--- config.mk ---
export PLATFORM = sky130hd
export DESIGN_NAME = cdb_arbiter_flat
export DESIGN_NICKNAME = d
export VERILOG_FILES = /design/src/rtl/cdb_arbiter_pkg.sv /design/src/rtl/cdb_arbiter_if.sv /design/src/rtl/cdb_arbiter_rr_picker.sv /design/src/rtl/cdb_arbiter.sv /design/src/flat_wrapper.sv
export SDC_FILE = /design/constraint.sdc
export NUM_CORES = 1
export LEC_CHECK = 0
export ABC_AREA = 1
export CAP_MARGIN = 30
export CORE_AREA = 2 2 175 177
export CTS_CLUSTER_DIAMETER = 30
export CTS_CLUSTER_SIZE = 28
export DETAILED_ROUTE_END_ITERATION = 12
export DIE_AREA = 0 0 177 179
export PLACE_DENSITY = 0.49
export RECOVER_POWER = 50
export SLEW_MARGIN = 25
export SYNTH_ARGS = -nofsm -noshare
export SYNTH_HDL_FRONTEND = slang
export SYNTH_SLANG_ARGS = --single-unit
--- constraint.sdc ---
create_clock -name clk -period 13.5 [get_ports clk]
set_input_delay 2.7 -clock clk [delete_from_list [all_inputs] [get_ports clk]]
set_output_delay 2.7 -clock clk [all_outputs]
set_load 0.01 [all_outputs]
--- src/rtl/cdb_arbiter_pkg.sv ---
// rtl/cdb_arbiter_pkg.sv - shared CDB constants and packet type
// Purpose: widths, unit count and the CDB packet struct shared by the
// arbiter, the ROB CDB port and the reservation-station wakeup ports.
// Ports: none (package).
`ifndef XLEN
`define XLEN 32
`endif
`ifndef ROB_ADDR_LEN
`define ROB_ADDR_LEN 6
`endif

package cdb_arbiter_pkg;

  localparam int CDB_NUM_FU = 4;
  localparam int CDB_XLEN   = `XLEN;
  localparam int CDB_TAG_W  = `ROB_ADDR_LEN;

  typedef struct packed {
    logic                 valid;
    logic [CDB_TAG_W-1:0] tag;
    logic [CDB_XLEN-1:0]  result;
  } CDB_PACKET;

endpackage

--- src/rtl/cdb_arbiter_if.sv ---
// rtl/cdb_arbiter_if.sv - functional-unit offer bus and CDB broadcast bus
// Purpose: bundles the per-unit valid/ready offers and the registered CDB.
// Ports: master = functional-unit / consumer side, slave = arbiter side.
//   fu_valid/fu_tag/fu_result  offers from the units
//   fu_ready                   offer accepted this cycle
//   cdb_valid/cdb_tag/cdb_result/cdb_grant_fu  broadcast outputs
interface cdb_arbiter_if
  import cdb_arbiter_pkg::*;
#(
  parameter int NUM_FU = CDB_NUM_FU,
  parameter int XLEN   = CDB_XLEN,
  parameter int TAG_W  = CDB_TAG_W,
  parameter int IDX_W  = $clog2(NUM_FU)
);
  logic [NUM_FU-1:0]            fu_valid;
  logic [NUM_FU-1:0][TAG_W-1:0] fu_tag;
  logic [NUM_FU-1:0][XLEN-1:0]  fu_result;
  logic [NUM_FU-1:0]            fu_ready;
  logic                         cdb_valid;
  logic [TAG_W-1:0]             cdb_tag;
  logic [XLEN-1:0]              cdb_result;
  logic [IDX_W-1:0]             cdb_grant_fu;

  modport master (
    output fu_valid, fu_tag, fu_result,
    input  fu_ready, cdb_valid, cdb_tag, cdb_result, cdb_grant_fu
  );

  modport slave (
    input  fu_valid, fu_tag, fu_result,
    output fu_ready, cdb_valid, cdb_tag, cdb_result, cdb_grant_fu
  );
endinterface

--- src/rtl/cdb_arbiter_rr_picker.sv ---
// rtl/cdb_arbiter_rr_picker.sv - combinational round-robin priority encoder
// Purpose: picks the first requester at or above ptr, wrapping around.
// Ports: req (request vector), ptr (search start), grant (one-hot),
//   idx (encoded grant), any_grant (some request was present).
module cdb_arbiter_rr_picker #(
  parameter int N  = 4,
  parameter int IW = 2
) (
  input  logic [N-1:0]  req,
  input  logic [IW-1:0] ptr,
  output logic [N-1:0]  grant,
  output logic [IW-1:0] idx,
  output logic          any_grant
);
  always_comb begin
    int j;
    j         = 0;
    grant     = '0;
    idx       = '0;
    any_grant = 1'b0;
    for (int k = 0; k < N; k++) begin
      // ptr is always < N, so a single subtraction is enough to wrap.
      j = int'(ptr) + k;
      if (j >= N) j = j - N;
      if (!any_grant && req[j]) begin
        any_grant = 1'b1;
        grant[j]  = 1'b1;
        idx       = j[IW-1:0];
      end
    end
  end
endmodule

--- src/rtl/cdb_arbiter.sv ---
// rtl/cdb_arbiter.sv - round-robin arbiter for the common data bus
// Purpose: each unit hands a result into a one-entry buffer; one full
// buffer per cycle is chosen round-robin and broadcast on registered outputs.
// Ports: clk, reset (sync active-high), flush (same effect as reset on
//   buffers, cdb_valid and pointer), bus (cdb_arbiter_if slave side).
module cdb_arbiter
  import cdb_arbiter_pkg::*;
#(
  parameter int NUM_FU = CDB_NUM_FU,
  parameter int XLEN   = CDB_XLEN,
  parameter int TAG_W  = CDB_TAG_W,
  parameter int IDX_W  = $clog2(NUM_FU)
) (
  input  logic        clk,
  input  logic        reset,
  input  logic        flush,
  cdb_arbiter_if.slave bus
);
  logic [NUM_FU-1:0]            buf_valid;
  logic [NUM_FU-1:0][TAG_W-1:0] buf_tag;
  logic [NUM_FU-1:0][XLEN-1:0]  buf_result;
  logic [IDX_W-1:0]             rr_ptr;

  logic [NUM_FU-1:0]            grant;
  logic [IDX_W-1:0]             grant_idx;
  logic                         any_grant;
  logic [NUM_FU-1:0]            ready;
  logic [NUM_FU-1:0]            take;

  logic                         cdb_valid_q;
  logic [TAG_W-1:0]             cdb_tag_q;
  logic [XLEN-1:0]              cdb_result_q;
  logic [IDX_W-1:0]             cdb_grant_q;

  cdb_arbiter_rr_picker #(.N(NUM_FU), .IW(IDX_W)) u_picker (
    .req       (buf_valid),
    .ptr       (rr_ptr),
    .grant     (grant),
    .idx       (grant_idx),
    .any_grant (any_grant)
  );

  // A granted buffer empties on this edge, so it can refill at once; this
  // is what lets a single unit stream one packet per cycle.
  assign ready = (reset || flush) ? '0 : (~buf_valid | grant);
  assign take  = bus.fu_valid & ready;

  assign bus.fu_ready     = ready;
  assign bus.cdb_valid    = cdb_valid_q;
  assign bus.cdb_tag      = cdb_tag_q;
  assign bus.cdb_result   = cdb_result_q;
  assign bus.cdb_grant_fu = cdb_grant_q;

  always_ff @(posedge clk) begin
    if (reset) begin
      buf_valid    <= '0;
      rr_ptr       <= '0;
      cdb_valid_q  <= 1'b0;
      cdb_tag_q    <= '0;
      cdb_result_q <= '0;
      cdb_grant_q  <= '0;
    end else if (flush) begin
      buf_valid   <= '0;
      rr_ptr      <= '0;
      cdb_valid_q <= 1'b0;
    end else begin
      cdb_valid_q <= any_grant;
      if (any_grant) begin
        cdb_tag_q    <= buf_tag[grant_idx];
        cdb_result_q <= buf_result[grant_idx];
        cdb_grant_q  <= grant_idx;
        rr_ptr       <= (grant_idx == IDX_W'(NUM_FU - 1)) ? '0 : grant_idx + 1'b1;
      end
      for (int i = 0; i < NUM_FU; i++) begin
        if (take[i]) begin
          buf_valid[i]  <= 1'b1;
          buf_tag[i]    <= bus.fu_tag[i];
          buf_result[i] <= bus.fu_result[i];
        end else if (grant[i]) begin
          buf_valid[i] <= 1'b0;
        end
      end
    end
  end
endmodule
--- src/flat_wrapper.sv ---
// flat-port wrapper written by rule: the top's interface ports become plain ports
module cdb_arbiter_flat import cdb_arbiter_pkg::*;
#(
  parameter int NUM_FU = CDB_NUM_FU,
  parameter int XLEN   = CDB_XLEN,
  parameter int TAG_W  = CDB_TAG_W,
  parameter int IDX_W  = $clog2(NUM_FU)
)
  (clk, reset, flush, bus_fu_valid, bus_fu_tag, bus_fu_result, bus_fu_ready, bus_cdb_valid, bus_cdb_tag, bus_cdb_result, bus_cdb_grant_fu);
  cdb_arbiter_if #(.NUM_FU(NUM_FU), .XLEN(XLEN), .TAG_W(TAG_W), .IDX_W(IDX_W)) bus_i ();
  input  logic clk;
  input  logic reset;
  input  logic flush;
  input wire logic [$bits(bus_i.fu_valid)-1:0] bus_fu_valid;
  input wire logic [$bits(bus_i.fu_tag)-1:0] bus_fu_tag;
  input wire logic [$bits(bus_i.fu_result)-1:0] bus_fu_result;
  output wire logic [$bits(bus_i.fu_ready)-1:0] bus_fu_ready;
  output wire logic [$bits(bus_i.cdb_valid)-1:0] bus_cdb_valid;
  output wire logic [$bits(bus_i.cdb_tag)-1:0] bus_cdb_tag;
  output wire logic [$bits(bus_i.cdb_result)-1:0] bus_cdb_result;
  output wire logic [$bits(bus_i.cdb_grant_fu)-1:0] bus_cdb_grant_fu;
  assign bus_i.fu_valid = bus_fu_valid;
  assign bus_i.fu_tag = bus_fu_tag;
  assign bus_i.fu_result = bus_fu_result;
  assign bus_fu_ready = bus_i.fu_ready;
  assign bus_cdb_valid = bus_i.cdb_valid;
  assign bus_cdb_tag = bus_i.cdb_tag;
  assign bus_cdb_result = bus_i.cdb_result;
  assign bus_cdb_grant_fu = bus_i.cdb_grant_fu;
  cdb_arbiter #(.NUM_FU(NUM_FU), .XLEN(XLEN), .TAG_W(TAG_W), .IDX_W(IDX_W)) u_core (.clk(clk), .reset(reset), .flush(flush), .bus(bus_i));
endmodule
==> impl_metrics.yaml, run 1 <==
cells_and_area:
  final_cell_area_um2: 11800
  drive_above_1_share_pct: 5.42
  area_growth_pct: 33.5
  nNetsFinal: 1297
  nFillCells: 3014
synthesis:
  yosys.area.top_type_share_pct: 51.5
  synth_compound_area_share_pct: 1.17
  synth-warning-count: 0
  synthTopCellsByArea: "edfxtp_1 51%, nand3_1 11%, dfxtp_1 11%, nand2_1 9.2%, inv_1 9.0%"
  synthSimpleGateAreaFrac_pct: 23.6
  synth_edf_count: 152
  syn_nets: 1112
  synth-xor-area-share_pct: 0
  async_flop_share_pct: 0
  synth-seq-cells: 199
  synth_top_family_by_area: "simple AND/OR/NAND/NOR gates"
  synth_ff_type: "edfxtp_1"
  synth.yosys.seq_area_share_pct: 62.1
  synthAdderAreaFrac_pct: 1.13
  netlist_instances: 945
  synth.most_common_cell: "nand2_1"
  synthMuxAreaShare_pct: 0
  synth.distinct_cells: 28
  syn_area_per_cell_um2: 9.38
  synth.cell_area_um2: 8860
  synth_top_area_cell: "edfxtp_1"
  yosys-top-cells-count: "218 x nand2_1, 212 x inv_1, 197 x nand3_1"
clock_tree:
  cts_max_level: 4
  clkTransAtPathRegs_ns: 0.09
  cts_buffers: 17
  cts_resized: 0
  worstSkewPairLatency_ns: 0.45
  hold_buffers: 0
  clock_sinks: 199
  cts_tree: "built"
  cts_root_buf: "clkbuf_16"
  post_cts_buffers: 0
  cts_buffer_depth: 2
routing:
  vias_per_cell: 4.38
  wl_per_cell_um: 16.5
  top_layer_used: "met5"
  met1_length_um: 11400
  wl_met2_um: 12400
  drc: 0
  vias: 6765
  routed_wirelength_um: 25400
  ant_nets: 0
  drt-pass1-iter-count: 5
  drtIter0Drc: 369
  dr_wl_met3_um: 1140
timing:
  finalSetupTns_ns: 0
  skew_ns: 0.0258
  fin_crit_sh_pct: 54.4
  drv_slew: 129
  rsz0062_at_grt: "false"
  period_needed_ns: 7.35
  holdWs_ns: 0.527
  slew_headroom_pct: -67.6
  setup_violations: 0
  max_freq_ghz: 0.136
  worst_pin_slew_ns: 2.51
  hold_viol: 0
die:
  ios: 204
  initial_core_util_pct: 29.5
  die_width_um: 177
  die_h_um: 179
  dieArea_um2: 31700
  fp.coreArea_um2: 30000
  rows: 64
power_and_ir_drop:
  power_mw: 2.58
  leakagePower_nw: 5.36
  powerDensity_nw_per_um2: 218
  irDropWorstVdd_mv: 0.150
worst_setup_path:
  worstPathMaxFanout: 47
  rrSetupSlack_ns: 6.15
  cp_data_arrival_time_ns: 7.68
  cp_common_cell: "nand2_1"
  rr_worst_depth: 14
  crit_chain: "inv_1 -> ha_1 -> inv_1 -> nand3_1 -> nand2_1 -> nand4_1 -> nand2_1 -> nand2_1 -> clkbuf_1 -> nand2_1 -> nand3_1 -> nand3_1 -> nand2_1 -> inv_1"
  slowest_delay_ns: 1.86
  worstSetupPathType: "reg -> reg"
  critPathSlowestCell: "clkbuf_1"
  end_kind: "flip-flop"
  start_kind: "flip-flop"
  required_ns: 13.83
grt:
  grt_pass1_vias: 6632
  grt_pass1_wl_um: 38600
  antenna_found_initial: 6
  grt.total_usage_pct: 16.5
  grt-ovfl-total: 0
  grt_max_degree: 77
worst_hold_path:
  hp-class: "reg -> reg"
  hold_depth: 2
outcome:
  failed_checks: "capacitance limit, slew limit"
  status: "finished with violations"
place:
  place_congestion: 0.819
  hpwl_um: 15200
  dpl-instance-area_um2: 11300
  numPortBuffers: 203
job:
  maxCapViolations: 3
## where the power goes
group          internal [mW]  leakage [nW]  switching, mW
logic                  0.422          3.29          0.854
clock network          0.266         0.286          0.266
registers              0.728          1.78         0.0383
## layer usage
layer / GRT usage, % / vias to the layer above
met1: 21.7 / 3178
met3: 3.41 / 35
li1: - / 3365
met4: 4.99 / 2
met2: 27.2 / 185
met5: 0 / -
## stage by stage
stage / worst slack (ns) / utilization (%) / instances
finish: 6.15 / 39.4 / 1543
detailed placement: 6.41 / 37.5 / 1506
global placement: 6.44 / 37.4 / 1505
CTS: 6.40 / 39.5 / 1538
global route: 5.25 / 39.4 / 1541
floorplan: 7.18 / - / 945
## critical path: cells and delay by family (launching register included)
kind,cells,cell delay [ns]
simple gates,9,3.59
buf+inv,4,2.40
flops,1,0.74
fa+ha+maj,1,0.48
## final cells by class
class	instances	area (µm²)	area share, %
clock buffer	17	425	3.60
clock inverter	15	179	1.51
timing repair buffer	212	2110	17.8
tap	396	495	4.19
multi-input combinational	485	2300	19.4
inverter	215	807	6.82
sequential	199	5510	46.5
antenna	4	10.0	0.0846
## placed cells by master (no fill, tap or decap)
master,n
ha_1,8
inv_2,3
clkdlybuf4s50_1,30
nor2_2,1
edfxtp_1,152
clkinv_8,3
a21oi_1,4
a21boi_0,1
nand2_1,220
nand3_4,1
inv_8,3
buf_4,7
nor2_1,20
nand3_2,5
a21oi_2,1
nand3_1,197
o211ai_1,2
clkinvlp_4,3
nand2_4,3
inv_1,211
clkbuf_16,17
diode_2,4
buf_12,1
nor2_4,2
bufinv_16,1
dfxtp_1,47
a22oi_1,3
clkbuf_1,1
dlygate4sd3_1,173
nor3_2,4
nor3_1,4
clkinv_1,1
nand4_1,2
inv_6,5
nand2_2,2
o21ai_0,5
## cell families (layout without fill, tap and decap cells)
logic type                 after synthesis  after routing
adders and majority gates                8              8
DFF                                    199            199
AOI/OAI and AO/OA                       16             16
other                                    0              4
buffers and inverters                  261            459
and+or+nand+nor                        461            461
## path summary, 6_finish.rpt
kind | endpoint | start
max | u_core.bus.cdb_result[25] | u_core.rr_ptr[0]
min | u_core.bus.cdb_grant_fu[1] | u_core.bus.cdb_grant_fu[1]
max reg2reg | u_core.bus.cdb_result[25] | u_core.rr_ptr[0]
min reg2reg | u_core.bus.cdb_grant_fu[1] | u_core.bus.cdb_grant_fu[1]
## sequential cells by signal (all words and copies together) (netlist names)
signal                   cells
u_core.buf_result          128
u_core.buf_tag              24
u_core.buf_valid             4
u_core.bus.cdb_grant_fu      2
u_core.bus.cdb_result       32
u_core.bus.cdb_tag           6
u_core.bus.cdb_valid         1
u_core.rr_ptr                2
(Power assumes the default switching activity.)
==> run 2: changes to the inputs <==
==> constraint.sdc (replaced) <==
create_clock -name clk -period 7.1 [get_ports clk]
set_input_delay 1.42 -clock clk [delete_from_list [all_inputs] [get_ports clk]]
set_output_delay 1.42 -clock clk [all_outputs]
set_load 0.01 [all_outputs]
==> run 2 against run 1 <==
The run now ends clean. Core utilization rose by 0.29 points. Clock power rose by 88%. Cell count barely moved. Die area did not move. Sequential share of layout area fell by 0.34 points. Flip-flop and latch count did not move. First-iteration DRC count rose by 7.9%. Combinational power rose by 91%. Sequential power rose by 89%. Critical path depth fell by 3. Critical path type is now reg -> out.
==> impl_metrics.yaml, run 2 (synthesis gave the netlist of run 1 again) <==
outcome:
  status: "complete, no violations"
grt:
  antenna_found_initial: 8
  grt_max_degree: 77
  grt_pass1_vias: 6851
  grt-ovfl-total: 0
  grt.total_usage_pct: 16.6
  grt_pass1_wl_um: 39000
die:
  fp.coreArea_um2: 30000
  rows: 64
  initial_core_util_pct: 29.5
  ios: 204
  dieArea_um2: 31700
  die_h_um: 179
  die_width_um: 177
worst_hold_path:
  hold_depth: 4
  hold_path_end: "u_core.bus.cdb_result[13]"
  min_from: "u_core.bus.cdb_result[13]"
  hp-class: "reg -> reg"
power_and_ir_drop:
  power_mw: 4.90
  powerDensity_nw_per_um2: 411
  leakagePower_nw: 5.45
  irDropWorstVdd_mv: 0.259
timing:
  slew_headroom_pct: 36.9
  skew_ns: 0.0149
  drv_slew: 0
  hold_viol: 0
  fin_crit_sh_pct: 72.9
  period_needed_ns: 5.18
  worst_pin_slew_ns: 0.944
  finalSetupTns_ns: 0
  max_freq_ghz: 0.193
  rsz0062_at_grt: "false"
  setup_violations: 0
  worst_slack_ns: 1.92
clock_tree:
  cts_tree: "built"
  cts_buffer_depth: 2
  clock_sinks: 199
  post_cts_buffers: 0
  cts_root_buf: "clkbuf_16"
  cts_buffers: 17
  cts_resized: 0
  hold_buffers: 0
  cts_max_level: 4
  clkTransAtPathRegs_ns: 0.08
  worstSkewPairLatency_ns: 0.45
job:
  maxCapViolations: 0
routing:
  routed_wirelength_um: 25200
  drtIter0Drc: 398
  drt-pass1-iter-count: 5
  wl_per_cell_um: 16.3
  ant_nets: 0
  vias_per_cell: 4.38
  drc: 0
  vias: 6760
place:
  hpwl_um: 15300
  dpl-instance-area_um2: 11300
  pre_cts_slack_ns: 2.60
  place_congestion: 0.809
  numPortBuffers: 203
cells_and_area:
  final_cell_area_um2: 11900
  ff_latch_area_um2: 5510
  layout_commonest_cell: "nand2_1"
  layout_common_cells: "219 x nand2_1, 211 x inv_1, 197 x nand3_1"
  nNetsFinal: 1298
  area_growth_pct: 34.5
  multi_input_area_um2: 2320
  nFillCells: 3010
  top_register: "u_core.buf_result"
  drive_above_1_share_pct: 5.77
  largest_register_ffs: 128
worst_setup_path:
  end_kind: "primary output"
  rrSetupSlack_ns: 2.93
  worstSetupPathType: "reg -> out"
  required_ns: 5.68
  cp_data_arrival_time_ns: 3.76
  r2r_end: "u_core.bus.cdb_result[27]"
  start_kind: "flip-flop"
  regToRegStartpoint: "u_core.rr_ptr[0]"
  rr_worst_depth: 16
  worstPathMaxFanout: 16
## run 2: cell types whose count changed in the layout (fill, tap and decap cells not counted), sizes merged
cell	change
dlygate4sd3	+20
clkbuf	-1
clkdlybuf4s50	-20
buf	+2
inv	+2
clkinvlp	-2
clkinv	+1
bufinv	-1
## run 2: how the worst max path moves through the flow
stage                                 to              from
floorplan           u_core.buf_result[0]             flush
global placement         bus_fu_ready[1]             reset
detailed placement       bus_fu_ready[1]             reset
CTS                      bus_fu_ready[0]  u_core.rr_ptr[0]
global route             bus_fu_ready[2]  u_core.rr_ptr[0]
finish                   bus_fu_ready[0]  u_core.rr_ptr[0]
## run 2: where the power goes
part           internal, mW  switching [mW]
sequential             1.38          0.0707
combinational         0.809            1.64
clock                 0.481           0.519
## run 2: layout make-up
class | count | share of cell area (%)
diodes | 4 | 0.0840
clock buffers | 17 | 3.57
clock inverters | 15 | 1.47
inverters | 215 | 6.77
multi-input cells | 485 | 19.5
flip-flops and latches | 199 | 46.2
well taps | 396 | 4.16
repair buffers | 213 | 18.3
## run 2: through the flow
stage               hold WS [ns]  utilization (%)  cells
floorplan                  0.531                -    945
global placement           0.519             37.4   1504
detailed placement         0.524             37.5   1506
CTS                        0.539             39.5   1538
global route               0.555             39.7   1542
finish                     0.532             39.7   1544
## run 2: worst max-delay path: stages, from the launching register on
cell             delay [ns]
dfxtp_1                0.71
inv_1                  0.34
ha_1                   0.43
inv_1                  0.14
nand3_2                0.08
nand2_1                0.21
nor2_1                 0.17
a22oi_1                0.18
o21ai_0                0.13
nor3_1                 0.35
nor2_1                 0.07
clkdlybuf4s50_1        0.49
## run 2: metal layers
layer  wire (µm)  track usage [%]  vias to the layer above
met3        1250             3.90                       28
met5          13                0                        -
met4         345             3.82                        2
met1       11200             20.9                     3170
met2       12400             28.8                      191
li1            -                -                     3369
